**src/rtl/grant_burst_ctrl.sv**
```systemverilog
// Burst controller behind a 4-way arbiter: latches the one-hot granted owner, moves
// BURST_LEN beats from its data port over a valid/ready bus, then pulses its done line.
module grant_burst_ctrl #(
  parameter int DATA_W    = 8,
  parameter int BURST_LEN = 4,
  parameter int CNT_W     = 8
) (
  input  logic              clk,
  input  logic              reset,
  input  logic              gnt_0,
  input  logic              gnt_1,
  input  logic              gnt_2,
  input  logic              gnt_3,
  input  logic [DATA_W-1:0] data_0,
  input  logic [DATA_W-1:0] data_1,
  input  logic [DATA_W-1:0] data_2,
  input  logic [DATA_W-1:0] data_3,
  input  logic              bus_ready,
  output logic              bus_valid,
  output logic [DATA_W-1:0] bus_data,
  output logic [1:0]        owner,
  output logic              busy,
  output logic              done_0,
  output logic              done_1,
  output logic              done_2,
  output logic              done_3,
  output logic              abort,
  output logic              gnt_err
);

  typedef enum logic [1:0] {
    S_IDLE = 2'd0,
    S_LOCK = 2'd1,
    S_XFER = 2'd2,
    S_DONE = 2'd3
  } state_t;

  localparam logic [CNT_W-1:0] LAST_CNT = CNT_W'(BURST_LEN - 1);

  state_t            state_q, state_d;
  logic [CNT_W-1:0]  cnt_q, cnt_d;
  logic [1:0]        owner_q, owner_d;

  logic [3:0]        gnt_s;
  logic              gnt_one_hot_s;
  logic              gnt_multi_s;
  logic [1:0]        gnt_idx_s;
  logic              owner_gnt_s;
  logic              last_beat_s;
  logic [3:0]        done_s;
  logic              valid_s;
  logic              busy_s;
  logic              abort_s;
  logic              err_s;

  // Index of a one-hot grant vector; only meaningful when the vector is one-hot.
  function automatic logic [1:0] onehot_idx(input logic [3:0] v);
    logic [1:0] idx;
    case (v)
      4'b0010: idx = 2'd1;
      4'b0100: idx = 2'd2;
      4'b1000: idx = 2'd3;
      default: idx = 2'd0;
    endcase
    return idx;
  endfunction

  // Grant decoding shared by the FSM.
  always_comb begin
    gnt_s         = {gnt_3, gnt_2, gnt_1, gnt_0};
    gnt_one_hot_s = (gnt_s != 4'd0) && ((gnt_s & (gnt_s - 4'd1)) == 4'd0);
    gnt_multi_s   = (gnt_s != 4'd0) && !gnt_one_hot_s;
    gnt_idx_s     = onehot_idx(gnt_s);
    owner_gnt_s   = gnt_s[owner_q];
    last_beat_s   = (cnt_q == LAST_CNT);
  end

  // Next-state, counter, owner and combinational bus/status outputs.
  always_comb begin
    state_d = state_q;
    cnt_d   = cnt_q;
    owner_d = owner_q;
    valid_s = 1'b0;
    busy_s  = 1'b0;
    abort_s = 1'b0;
    err_s   = 1'b0;
    done_s  = 4'd0;
    case (state_q)
      S_IDLE: begin
        cnt_d = {CNT_W{1'b0}};
        if (gnt_one_hot_s) begin
          owner_d = gnt_idx_s;
          state_d = S_LOCK;
        end else if (gnt_multi_s) begin
          err_s = reset;
        end else begin
          state_d = S_IDLE;
        end
      end
      S_LOCK: begin
        busy_s = 1'b1;
        cnt_d  = {CNT_W{1'b0}};
        if (!owner_gnt_s) begin
          abort_s = 1'b1;
          state_d = S_IDLE;
        end else begin
          state_d = S_XFER;
        end
      end
      S_XFER: begin
        busy_s = 1'b1;
        // Withdrawn grant wins over a beat that would otherwise complete the burst.
        if (!owner_gnt_s) begin
          abort_s = 1'b1;
          cnt_d   = {CNT_W{1'b0}};
          state_d = S_IDLE;
        end else begin
          valid_s = 1'b1;
          if (bus_ready && last_beat_s) begin
            cnt_d   = {CNT_W{1'b0}};
            state_d = S_DONE;
          end else if (bus_ready) begin
            cnt_d = cnt_q + {{(CNT_W-1){1'b0}}, 1'b1};
          end else begin
            cnt_d = cnt_q;
          end
        end
      end
      S_DONE: begin
        busy_s          = 1'b1;
        cnt_d           = {CNT_W{1'b0}};
        done_s[owner_q] = 1'b1;
        state_d         = S_IDLE;
      end
      default: begin
        cnt_d   = {CNT_W{1'b0}};
        state_d = S_IDLE;
      end
    endcase
  end

  // Data mux from the latched owner.
  always_comb begin
    case (owner_q)
      2'd0:    bus_data = data_0;
      2'd1:    bus_data = data_1;
      2'd2:    bus_data = data_2;
      2'd3:    bus_data = data_3;
      default: bus_data = data_0;
    endcase
  end

  // State, beat counter and owner registers.
  always_ff @(posedge clk or negedge reset) begin
    if (!reset) begin
      state_q <= S_IDLE;
      cnt_q   <= {CNT_W{1'b0}};
      owner_q <= 2'd0;
    end else begin
      state_q <= state_d;
      cnt_q   <= cnt_d;
      owner_q <= owner_d;
    end
  end

  assign bus_valid = valid_s;
  assign busy      = busy_s;
  assign abort     = abort_s;
  assign gnt_err   = err_s;
  assign owner     = owner_q;
  assign done_0    = done_s[0];
  assign done_1    = done_s[1];
  assign done_2    = done_s[2];
  assign done_3    = done_s[3];

endmodule

```
**config.mk**
```make
export PLATFORM = sky130hd
export DESIGN_NAME = grant_burst_ctrl
export DESIGN_NICKNAME = d
export VERILOG_FILES = /design/src/rtl/grant_burst_ctrl.sv
export SDC_FILE = /design/constraint.sdc
export NUM_CORES = 1
export LEC_CHECK = 0
export CAP_MARGIN = 10
export CORE_ASPECT_RATIO = 2
export CORE_UTILIZATION = 40
export CTS_BUF_LIST = sky130_fd_sc_hd__clkbuf_2
export DETAILED_ROUTE_END_ITERATION = 7
export DONT_BUFFER_PORTS = 1
export HOLD_SLACK_MARGIN = 0.02
export MAX_ROUTING_LAYER = met4
export PLACE_DENSITY_LB_ADDON = 0.25
export SYNTH_ARGS = -nofsm -noshare
export SYNTH_HDL_FRONTEND = slang
export SYNTH_SLANG_ARGS = --single-unit
```
**constraint.sdc**
```tcl
create_clock -name clk -period 2.61 [get_ports clk]
set_input_delay 0.522 -clock clk [delete_from_list [all_inputs] [get_ports clk]]
set_output_delay 0.522 -clock clk [all_outputs]
set_load 0.02 [all_outputs]
```
After elaboration in Yosys (flattened, before gate mapping)
Cells that the tools add are included.
Operators by class
  $add $sub $neg: 2
  multiply operators: 0
  div/mod/pow operators: 0
  magnitude comparators: 2
  equality and inequality tests: 13
  shift operators: 0
  multiplexer cells: 25
  bitwise operators: 1
  reductions and logical operators: 14
Operator list (number)
  $pmux 8 s4: 1
  $mux 8: 3
  $pmux 8 s2: 1
  $mux 1: 10
  $mux 2: 5
  $add 8x1->8 const B: 1
  $eq 2x2->1 const B: 4
  $eq 8x2->1 const B: 1
  $pmux 2 s4: 1
  $ne 3x3->1 const B: 2
  $pmux 2 s3: 1
  $reduce_or 3->1: 2
  $and 4x4->4: 1
  $eq 2x1->1 const B: 2
  $eq 4x2->1 const B: 1
  $eq 4x3->1 const B: 1
  $eq 4x4->1 const B: 1
  $logic_and 1x1->1: 4
  $logic_not 2->1: 2
  $logic_not 4->1: 1
  $mux 4: 1
  $ne 4x4->1 const B: 1
  $reduce_and 2->1: 2
  $reduce_bool 4->1: 1
  7 further kinds: 7
Storage, ports and cells
  bits in registers: 12
  latch bits: 0
  bits in writable memories: 0
  ROM bits: 0
  input port bits: 39
  output and inout bits: 18
  logic and storage cells: 60
  memories kept: 0

Depth between registers and ports, before layout
  depth in word-level cells: 9
  gate-level depth with buffers: 6
  gate-level depth less buffers: 6

Least setup slack after synthesis
No wires, ideal clock.
  path type: reg-to-output
  start: register owner_q[0] (netlist: owner[0])
  end: output bus_data[0]
  arrival time: 1622 ps
  required time: 2088 ps
  path slack: 466 ps
  cell stages (with the launch flop): 4
  path buffers: 2
  path through: dfrtp_1 > buf_6 > clkbuf_1 > mux4_2
On the way
  word-level cells in the longest chain between the ends: 2
  elaborated cells between the ends (all ways): 5
  those cells by class: eq/ne (3); mux (1); reduce/logical (1)
Ends and longest elaborated chain
  start, declared: line 42  | logic [1:0] owner_q, owner_d;
  start signal, assigned: line 162  | owner_q <= owner_d;
  $eq 2x2->1, or another cell as far along: line 144  | case (owner_q)
  $pmux 8 s4 (*): line 144
  end, declared: line 20  | output logic [DATA_W-1:0] bus_data,
Mark *: on every way between the ends. The rest lies on a longest branch, timed or not.

Worst setup path in the final report
  start: register state_q[0]
  end: output gnt_err
On the way
  word-level cells in the longest chain between the ends: 2
Ends and longest elaborated chain
  start, declared: line 40  | state_t state_q, state_d;
  start signal, assigned: line 160  | state_q <= state_d;
  $logic_not 2->1: line 88  | case (state_q)
  $mux 1: line 88
  end, declared: line 28  | output logic gnt_err
Every way passes these cells.

==> results.sh <==
export IMPL_slew_viol_final=0
export IMPL_grt_pass1_wl_um=4000
export IMPL_clk_latency_ns=0.26
export IMPL_fp_dieH_um=78.6
export IMPL_tightest_slew_ns=0.549
export IMPL_io_buffers=0
export IMPL_final_core_util=0.446
export IMPL_grt_setup_unrepaired="false"
export IMPL_wl_met3_um=252
export IMPL_peakVddDrop_v=0.000333
export IMPL_antenna_cells=0
export IMPL_cts_clk_slew_worst_paths_ns=0.10
export IMPL_ys_warn_count=0
export IMPL_io_pins=57
export IMPL_routed_via_density=6.58
export IMPL_gp_congestion=0.735
export IMPL_worst_setup_path_type="reg2out"
export IMPL_max_clock_path_buffers=2
export IMPL_max_slew_margin=0.633
export IMPL_fp_dieW_um=40.3
export IMPL_met2_length_um=1580
export IMPL_cp_max_fo=7
export IMPL_fmax_ghz=0.448
export IMPL_worst_r2r_cell_count=7
export IMPL_layout_commonest_cell="dfrtp_1"
export IMPL_synth_edf_count=0
export IMPL_cts_tree="done"
export IMPL_n_fill_cell=288
export IMPL_root_buffer="clkbuf_2"
export IMPL_syn_avg_cell_area_um2=10.0
export IMPL_ys_top_cells_by_area="dfrtp_1, mux4_2, ha_1"
export IMPL_synthCells=117
export IMPL_area_delta_synth_final_pct=5.34
export IMPL_cp_end_kind="output port"
export IMPL_maxUsedRoutingLayer="met4"
export IMPL_finClkSkew_ns=0.00153
export IMPL_synth_area_leader_cell="dfrtp_1"
export IMPL_fin_nets=168
export IMPL_worstSetupStartpointType="flip-flop"
export IMPL_status="complete, no violations"
export IMPL_drt_iter0_markers=33
export IMPL_dr_total_vias=980
export IMPL_num_rows=27
export IMPL_drt_total_wl_um=2690
export IMPL_drv_cap=0
export IMPL_hold_class="in2reg"
export IMPL_hpwl_um=2230
export IMPL_drive_above_1_share=0.200
export IMPL_worstHoldPathCells=1
export IMPL_drt_pass1_iterations=4
export IMPL_syn_area_um2=1170
export IMPL_post_route_min_period_ns=2.23
export IMPL_setup_viol=0
export IMPL_min_period_over_period=0.855
export IMPL_critical_path_required_ns=2.09
export IMPL_cts_inserted_buffers=3
export IMPL_finalHoldViolCount=0
export IMPL_route_layer_met1_wl_um=823
export IMPL_arrival_ns=1.71
export IMPL_ys_seq_area_frac=0.256
export IMPL_wire_per_inst_um=18.1
export IMPL_drc=0
export IMPL_ys_ff_latch=12
export IMPL_antenna_found_initial=0
export IMPL_grt_pass1_vias=942
export IMPL_p_leak_uw=0.000543
export IMPL_dieArea_um2=3160
export IMPL_yosysUniqueCellTypes=43
export IMPL_core_area_um2=2770
export IMPL_tns_ns=0
export IMPL_yosys_area_top_type_share=0.256
export IMPL_grt_total_usage=0.184
export IMPL_ant_nets=0
export IMPL_synth_ff_type="dfrtp_1"
export IMPL_grt_max_degree=16
export IMPL_p_per_area_nw_per_um2=712
export IMPL_grt_overflow_total=0
export IMPL_holdWs_ns=0.336
export IMPL_async_reset_ff_frac=1.00
export IMPL_start_util=0.423
export IMPL_synth_nets=163
export IMPL_cts_max_level=1
export IMPL_cts_sinks=12
export IMPL_post_cts_buffers=0
export IMPL_layout_common_cells="dfrtp_1, mux4_2, nor2_1"
[worst max-delay path, cell delays in order, from the launching register on]
cell,delay [ns]
dfrtp_1,0.42
inv_1,0.15
ha_1,0.31
o31a_1,0.19
o21a_1,0.13
and2_1,0.25
[registers in the layout, indices dropped and copies added, names as in the netlist]
signal and flops:
state_q 2, cnt_q 8, owner 2
[where the power goes]
part | total [uW] | internal [uW] | switching (uW)
sequential | 239 | 211 | 28.1
combinational | 552 | 227 | 325
clock | 88.1 | 31.3 | 56.8
total | 879 | 470 | 410
[logic make-up after synthesis]
| kind of cell | after synthesis | share of synthesized area |
|---|---|---|
| adders and majority gates | 8 | 0.0832 |
| DFF | 12 | 0.256 |
| and+or+nand+nor | 36 | 0.168 |
| buffers and inverters | 14 | 0.0598 |
| xor gates and xnor gates | 1 | 0.00747 |
| AOI/OAI and AO/OA | 34 | 0.226 |
| muxes | 12 | 0.200 |
[worst paths after layout]
path                             from       end  slack (ns)
min in group asynchronous       reset  cnt_q[1]        0.67
min                             gnt_0  owner[0]        0.34
max reg2reg                state_q[0]  cnt_q[6]        0.64
max                        state_q[0]   gnt_err        0.38
max in group asynchronous       reset  cnt_q[0]        1.58
min reg2reg                  cnt_q[1]  cnt_q[1]        0.55
[through the flow]
| step | total power [uW] | setup slack (ns) | cell area, um^2 | cells |
|---|---|---|---|---|
| final | 879 | 0.377 | 1230 | 149 |
| after global routing | 947 | 0.296 | 1230 | 149 |
| after CTS | 887 | 0.381 | 1230 | 149 |
| after detailed placement | 795 | 0.643 | 1210 | 145 |
| after global placement | 790 | 0.687 | 1210 | 145 |
| after floorplan | 709 | 0.466 | 1170 | 117 |
[Yosys cell counts, types with 2 or more instances]
cell type	number
inv_1	7
a22o_1	5
ha_1	7
nor3_1	2
nor2b_1	2
mux2i_1	2
and3_1	2
dfrtp_1	12
buf_6	2
nor2_1	8
o21ai_0	3
o22ai_1	2
a21oi_1	6
mux4_2	9
o21a_1	2
nand2b_1	2
o32ai_1	2
nand2_1	7
nand3_1	5
a21o_1	4
clkbuf_1	3
buf_2	2
[timing repair]
item,4_1_cts,5_1_grt
endpoints found under the hold margin,12,0
gates resized for setup,0,0
endpoints found under the setup margin,0,0
hold buffers,1,0
[metal layers]
| layer | up-vias | track usage |
|---|---|---|
| met5 | - | - |
| met2 | 62 | 0.352 |
| met1 | 459 | 0.164 |
| met3 | 5 | 0.0198 |
| li1 | 454 | - |
| met4 | 0 | 0.0700 |
[layout make-up]
type / instances / area, um^2 / area share
sequential: 12 / 300 / 0.243
multi-input combinational: 91 / 802 / 0.649
clock buffer: 3 / 15.0 / 0.0122
inverter: 7 / 26.3 / 0.0213
tap: 29 / 36.3 / 0.0294
timing repair buffer: 7 / 55.1 / 0.0446
No activity file was read; power rests on OpenSTA's default activity.
